`config.mk`:
```
export PLATFORM = sky130hd
export DESIGN_NAME = mul_rsp_flat
export DESIGN_NICKNAME = d
export VERILOG_FILES = /design/src/rtl/mul_rsp_if.sv /design/src/rtl/mul_rsp.sv /design/src/flat_wrapper.sv
export SDC_FILE = /design/constraint.sdc
export NUM_CORES = 2
export LEC_CHECK = 0
export CAP_MARGIN = 20
export CORE_ASPECT_RATIO = 0.7
export CORE_MARGIN = 1.5
export CORE_UTILIZATION = 38
export DETAILED_ROUTE_END_ITERATION = 7
export PLACE_DENSITY = 0.68
export RECOVER_POWER = 50
export SYNTH_ARGS = -nofsm -noshare
export SYNTH_HDL_FRONTEND = slang
export SYNTH_SLANG_ARGS = --single-unit
```
`constraint.sdc`:
```
create_clock -name clk -period 1.9 [get_ports clk]
set_input_delay 0.285 -clock clk [delete_from_list [all_inputs] [get_ports clk]]
set_output_delay 0.285 -clock clk [all_outputs]
set_load 0.005 [all_outputs]
```
`src/rtl/mul_rsp_if.sv`:
```
// Request/response bundle between the multiplier requesters and the shared multiplier.
// The master modport is the requester side; the slave modport is the multiplier.
interface mul_rsp_if #(
  parameter int unsigned W = 32
);
  logic         en0;
  logic [W-1:0] a0;
  logic [W-1:0] b0;
  logic         en1;
  logic [W-1:0] a1;
  logic [W-1:0] b1;
  logic         gnt0;
  logic         gnt1;
  logic [2*W-1:0] out;
  logic         vld;
  logic         id;
  logic         busy;

  modport master (
    output en0, a0, b0, en1, a1, b1,
    input  gnt0, gnt1, out, vld, id, busy
  );

  modport slave (
    input  en0, a0, b0, en1, a1, b1,
    output gnt0, gnt1, out, vld, id, busy
  );
endinterface

```
`src/rtl/mul_rsp.sv`:
```
// Shared unsigned multiplier responder: two requester ports with fixed priority
// (port 0 wins), LAT-cycle pipeline from grant to result, no backpressure.
// Optional conflict counter enabled by defining MUL_RSP_CONFLICT_CNT_EN.
// LAT must be in 1..4.
module mul_rsp #(
  parameter int unsigned LAT = 2,
  parameter int unsigned W   = 32
) (
  input  logic           clk,
  input  logic           reset,
  mul_rsp_if.slave       bus
`ifdef MUL_RSP_CONFLICT_CNT_EN
  ,
  input  logic           cnt_clr,
  output logic [15:0]    conflict_cnt
`endif
);

  logic           acc_v;
  logic           acc_id;
  logic [W-1:0]   acc_a;
  logic [W-1:0]   acc_b;
  logic [2*W-1:0] acc_prod;

  // Tag and product presented to the output register.
  logic           fin_v;
  logic           fin_id;
  logic [2*W-1:0] fin_prod;
  logic           pipe_any;

  logic [2*W-1:0] out_q;
  logic           vld_q;
  logic           id_q;
  logic           busy_q;

  // Fixed-priority grant; gated by reset so nothing is accepted while in reset.
  assign bus.gnt0 = reset & bus.en0;
  assign bus.gnt1 = reset & bus.en1 & ~bus.en0;

  assign acc_v  = bus.gnt0 | bus.gnt1;
  assign acc_id = ~bus.en0;

  // Select winning operands and form the full-width unsigned product.
  always_comb begin
    acc_a = bus.en0 ? bus.a0 : bus.a1;
    acc_b = bus.en0 ? bus.b0 : bus.b1;
    acc_prod = {{W{1'b0}}, acc_a} * {{W{1'b0}}, acc_b};
  end

  // The output register is the last of the LAT stages, so only LAT-1 stages sit in between.
  if (LAT == 1) begin : g_direct
    assign fin_v    = acc_v;
    assign fin_id   = acc_id;
    assign fin_prod = acc_prod;
    assign pipe_any = 1'b0;
  end else begin : g_pipe
    logic [LAT-2:0] v_q;
    logic [LAT-2:0] tid_q;
    logic [2*W-1:0] prod_q [LAT-1];

    // Tag shift register: moves every cycle.
    always_ff @(posedge clk or negedge reset) begin
      if (!reset) begin
        v_q   <= '0;
        tid_q <= '0;
      end else begin
        v_q[0]   <= acc_v;
        tid_q[0] <= acc_id;
        for (int i = 1; i < int'(LAT) - 1; i++) begin
          v_q[i]   <= v_q[i-1];
          tid_q[i] <= tid_q[i-1];
        end
      end
    end

    // Product stages load only behind a valid tag so idle cycles do not toggle data.
    always_ff @(posedge clk or negedge reset) begin
      if (!reset) begin
        for (int i = 0; i < int'(LAT) - 1; i++) begin
          prod_q[i] <= '0;
        end
      end else begin
        if (acc_v) begin
          prod_q[0] <= acc_prod;
        end
        for (int i = 1; i < int'(LAT) - 1; i++) begin
          if (v_q[i-1]) begin
            prod_q[i] <= prod_q[i-1];
          end
        end
      end
    end

    assign fin_v    = v_q[LAT-2];
    assign fin_id   = tid_q[LAT-2];
    assign fin_prod = prod_q[LAT-2];
    assign pipe_any = |v_q;
  end

  // Output stage: tag every cycle, product only on a valid result so out holds otherwise.
  always_ff @(posedge clk or negedge reset) begin
    if (!reset) begin
      out_q <= '0;
      vld_q <= 1'b0;
      id_q  <= 1'b0;
    end else begin
      vld_q <= fin_v;
      id_q  <= fin_id;
      if (fin_v) begin
        out_q <= fin_prod;
      end
    end
  end

  // Busy covers every stage including the output stage after this edge.
  always_ff @(posedge clk or negedge reset) begin
    if (!reset) begin
      busy_q <= 1'b0;
    end else begin
      busy_q <= acc_v | pipe_any;
    end
  end

  assign bus.out  = out_q;
  assign bus.vld  = vld_q;
  assign bus.id   = id_q;
  assign bus.busy = busy_q;

`ifdef MUL_RSP_CONFLICT_CNT_EN
  logic [15:0] cnt_q;

  // Count cycles where both ports request; clear beats increment, saturate at max.
  always_ff @(posedge clk or negedge reset) begin
    if (!reset) begin
      cnt_q <= '0;
    end else if (cnt_clr) begin
      cnt_q <= '0;
    end else if (bus.en0 && bus.en1 && (cnt_q != 16'hFFFF)) begin
      cnt_q <= cnt_q + 16'd1;
    end
  end

  assign conflict_cnt = cnt_q;
`endif

endmodule
```
`src/flat_wrapper.sv`:
```
// flat-port wrapper written by rule: the top's interface ports become plain ports
module mul_rsp_flat 
#(
  parameter int unsigned LAT = 2,
  parameter int unsigned W   = 32
)
  (clk, reset, bus_en0, bus_a0, bus_b0, bus_en1, bus_a1, bus_b1, bus_gnt0, bus_gnt1, bus_out, bus_vld, bus_id, bus_busy);
  mul_rsp_if #(.W(W)) bus_i ();
  input  logic clk;
  input  logic reset;
  input wire logic [$bits(bus_i.en0)-1:0] bus_en0;
  input wire logic [$bits(bus_i.a0)-1:0] bus_a0;
  input wire logic [$bits(bus_i.b0)-1:0] bus_b0;
  input wire logic [$bits(bus_i.en1)-1:0] bus_en1;
  input wire logic [$bits(bus_i.a1)-1:0] bus_a1;
  input wire logic [$bits(bus_i.b1)-1:0] bus_b1;
  output wire logic [$bits(bus_i.gnt0)-1:0] bus_gnt0;
  output wire logic [$bits(bus_i.gnt1)-1:0] bus_gnt1;
  output wire logic [$bits(bus_i.out)-1:0] bus_out;
  output wire logic [$bits(bus_i.vld)-1:0] bus_vld;
  output wire logic [$bits(bus_i.id)-1:0] bus_id;
  output wire logic [$bits(bus_i.busy)-1:0] bus_busy;
  assign bus_i.en0 = bus_en0;
  assign bus_i.a0 = bus_a0;
  assign bus_i.b0 = bus_b0;
  assign bus_i.en1 = bus_en1;
  assign bus_i.a1 = bus_a1;
  assign bus_i.b1 = bus_b1;
  assign bus_gnt0 = bus_i.gnt0;
  assign bus_gnt1 = bus_i.gnt1;
  assign bus_out = bus_i.out;
  assign bus_vld = bus_i.vld;
  assign bus_id = bus_i.id;
  assign bus_busy = bus_i.busy;
  mul_rsp #(.LAT(LAT), .W(W)) u_core (.clk(clk), .reset(reset), .bus(bus_i));
endmodule
```
==> reports/qor.yml <==
outcome:
  outcome: "finished, violations left"
  violations: "negative setup slack"
clock_network:
  path_clk_slew_ns: 0.05
  cts-root-buf: "clkbuf_16"
  clock_latency_ns: 0.49
  clockBufferDepth: 3
  cts_tree: "done"
  htree_levels: 4
  clock-sinks: 133
  numCtsBuffers: 25
global_routing:
  grt_max_degree: 132
  grt_pass1_wl_um: 210600
  grt_pass1_vias: 34640
  antenna_found_initial: 2
  grt_usage: 0.2781
  overflow: 0
critical_path:
  crit_path_max_fanout: 4
  critical_path_arrival_ns: 7.91
  crit_required_ns: 2.25
  ff2ff_setup_slack_ns: 0.25
  cpMostUsedCell: "fa_1"
  crit_path_top_delay_cell: "fa_2"
  crit_type: "in -> reg"
  crit_path_start_kind: "input pin"
  max_stage_delay_ns: 0.59
  endpoint_kind: "flop"
synthesis:
  synthFlopType: "dfrtp_1"
  synth_edf_count: 0
  synth_seq_cells: 133
  synth.largest_area_cell: "fa_1"
  synth.top_cells.by_area: "fa_1 (47%), dfrtp_1 (8.8%), ha_1 (8.7%)"
  synthCells: 4141
  ys_seq_area_frac: 0.08799
  synth.most_common_cell: "fa_1"
  synth_cell_types: 61
  syn_area_sq_um: 37820
  yosys-top-cells-count: "fa_1 (896), inv_1 (867), nor2_1 (630)"
  syn_nets: 5432
  syn_avg_cell_area_sq_um: 9.134
  synth.top_cell.area_share: 0.4742
  yosysWarnings: 0
  async_flop_share: 1.000
sta:
  finalCritPeriodShare: 3.978
  finalCriticalPeriod_ns: 7.557
  rsz0062_at_grt: "true"
  fin_ws_ns: -5.657
  relSlewSlack: 0.3225
  max_freq_ghz: 0.1323
  worst_slew_pin_slew_ns: 1.016
  finalHoldViolCount: 0
  slew_viol_final: 0
  skew_ns: 0.01827
  setup_viol: 62
final_layout:
  nets: 6265
  syn_to_final_growth_pct: 36.92
  diodes: 0
  fin_area_sq_um: 51790
  drive_above_1_share: 0.2651
die:
  initial_core_util: 0.3845
  die_width_um: 380.1
  ios: 201
  die_area_sq_um: 101500
  dieHeight_um: 267.0
  core_area_sq_um: 98370
  placementRows: 96
detailed_routing:
  drc_errors: 0
  via_count: 32510
  wirelength_um: 139500
  drt_iter0_drc: 2874
  via_per_inst: 5.158
  post_drt_wl_per_cell_um: 22.13
  firstDrtPassIters: 6
  ant_nets: 0
placement:
  gp_congestion: 1.014
  dp_hpwl_um: 118900
  io_buffers: 200
  place_area_sq_um: 47640
run:
  maxCapViolations: 0
min_path:
  min_path_type: "in -> reg"
## repair_timing
action | in CTS | in global routing
setup buffers | 96 | 38
hold buffers | 1 | 0
setup endpoints to repair | 63 | 62
pin swaps | 141 | 112
resized for setup | 369 | 186
cloned | 6 | 3
hold endpoints to repair | 3 | 0
## per-stage QoR
| stage | setup TNS (ns) | setup WS, ns | util | hold WS (ns) | std cells |
|---|---|---|---|---|---|
| detailed placement | -339.55 | -6.609 | 0.4843 | 0.08931 | 6136 |
| finish | -292.93 | -5.657 | 0.5264 | 0.3020 | 6303 |
| global route | -302.74 | -5.809 | 0.5264 | 0.2977 | 6303 |
| floorplan | -281.51 | -5.377 | - | -0.01059 | 4141 |
| CTS | -292.83 | -5.629 | 0.5152 | 0.2147 | 6267 |
| global placement | -335.42 | -6.521 | 0.4843 | 0.08883 | 6136 |
## kinds of logic after synthesis
kind of cell / after synthesis / share of synthesized area
and+or+nand+nor: 1247 / 0.1280
adders and majority gates: 1159 / 0.5612
buffers and inverters: 1069 / 0.1067
AOI/OAI and AO/OA: 277 / 0.04605
muxes: 195 / 0.05587
DFF: 133 / 0.08799
xor gates and xnor gates: 61 / 0.01412
## critical path: cells and delay by family
kind | cells | cell delay (ns)
xor gates and xnor gates | 1 | 0.18
buffers and inverters | 8 | 1.41
adders and majority gates | 9 | 4.05
and+or+nand+nor | 5 | 0.97
AOI/OAI and AO/OA | 4 | 0.64
muxes | 1 | 0.36
## state kept, by name (all words and copies together) (netlist names)
register	cells
u_core.fin_id	1
u_core.bus.vld	1
u_core.fin_v	1
u_core.bus.busy	1
u_core.bus.out	64
u_core.bus.id	1
u_core.fin_prod	64
## per-layer routing
layer	GRT usage	routed length, um	vias to the layer above
met2	0.4247	61650	1647
met1	0.3856	56220	16600
met4	0.08314	5083	2
met3	0.07585	16560	262
li1	-	-	14000
met5	0	11	-
## layout make-up
class                   instances  area, sq um
clock inverters                 3        40.04
repair buffers               1007         9932
well taps                    1323         1655
multi-input cells            2939        32910
inverters                     868         3258
fillers                      8727        46590
flip-flops and latches        133         3329
clock buffers                  30        664.4
## cell usage in the layout (no fill, tap or decap), types with 8 or more instances in the layout
cell / Yosys / final
inv_1: 867 / 846
fa_1: 896 / 843
buf_4: 1 / 606
nor2_1: 630 / 588
nand2_1: 545 / 524
ha_1: 263 / 216
clkdlybuf4s50_1: 0 / 148
dfrtp_1: 133 / 132
buf_12: 0 / 109
mux2_2: 129 / 92
buf_6: 1 / 61
fa_2: 0 / 53
o21ai_0: 81 / 45
ha_4: 0 / 45
mux2i_4: 0 / 43
dlygate4sd2_1: 0 / 43
a21oi_1: 67 / 41
a21o_1: 40 / 40
o21ai_1: 19 / 38
mux2_4: 0 / 37
nor2_2: 1 / 35
clkbuf_16: 0 / 28
nand4_1: 23 / 23
inv_2: 0 / 21
xnor2_1: 36 / 21
xor2_1: 25 / 20
a21oi_2: 5 / 19
o21ai_2: 4 / 16
mux2i_2: 0 / 15
nand2_2: 0 / 15
buf_8: 0 / 15
xnor2_2: 0 / 13
a21oi_4: 0 / 12
nand3_1: 13 / 11
o21bai_1: 10 / 10
mux2i_1: 66 / 8
nor2_4: 0 / 8
## final timing paths
kind,startpoint,end,cells past startpoint
setup reg to reg,u_core.fin_v,u_core.bus.out[19],2
hold reg to reg,u_core.fin_id,u_core.bus.id,0
setup / recovery,bus_b1[19],u_core.fin_prod[60],28
hold / removal,bus_en0,u_core.fin_id,3
max in group asynchronous,reset,u_core.fin_prod[22],3
min in group asynchronous,reset,u_core.fin_id,2
Power is left out: the tool's default activity adds up to more than one toggle a clock period on the data nets, which glitch-free logic cannot reach.
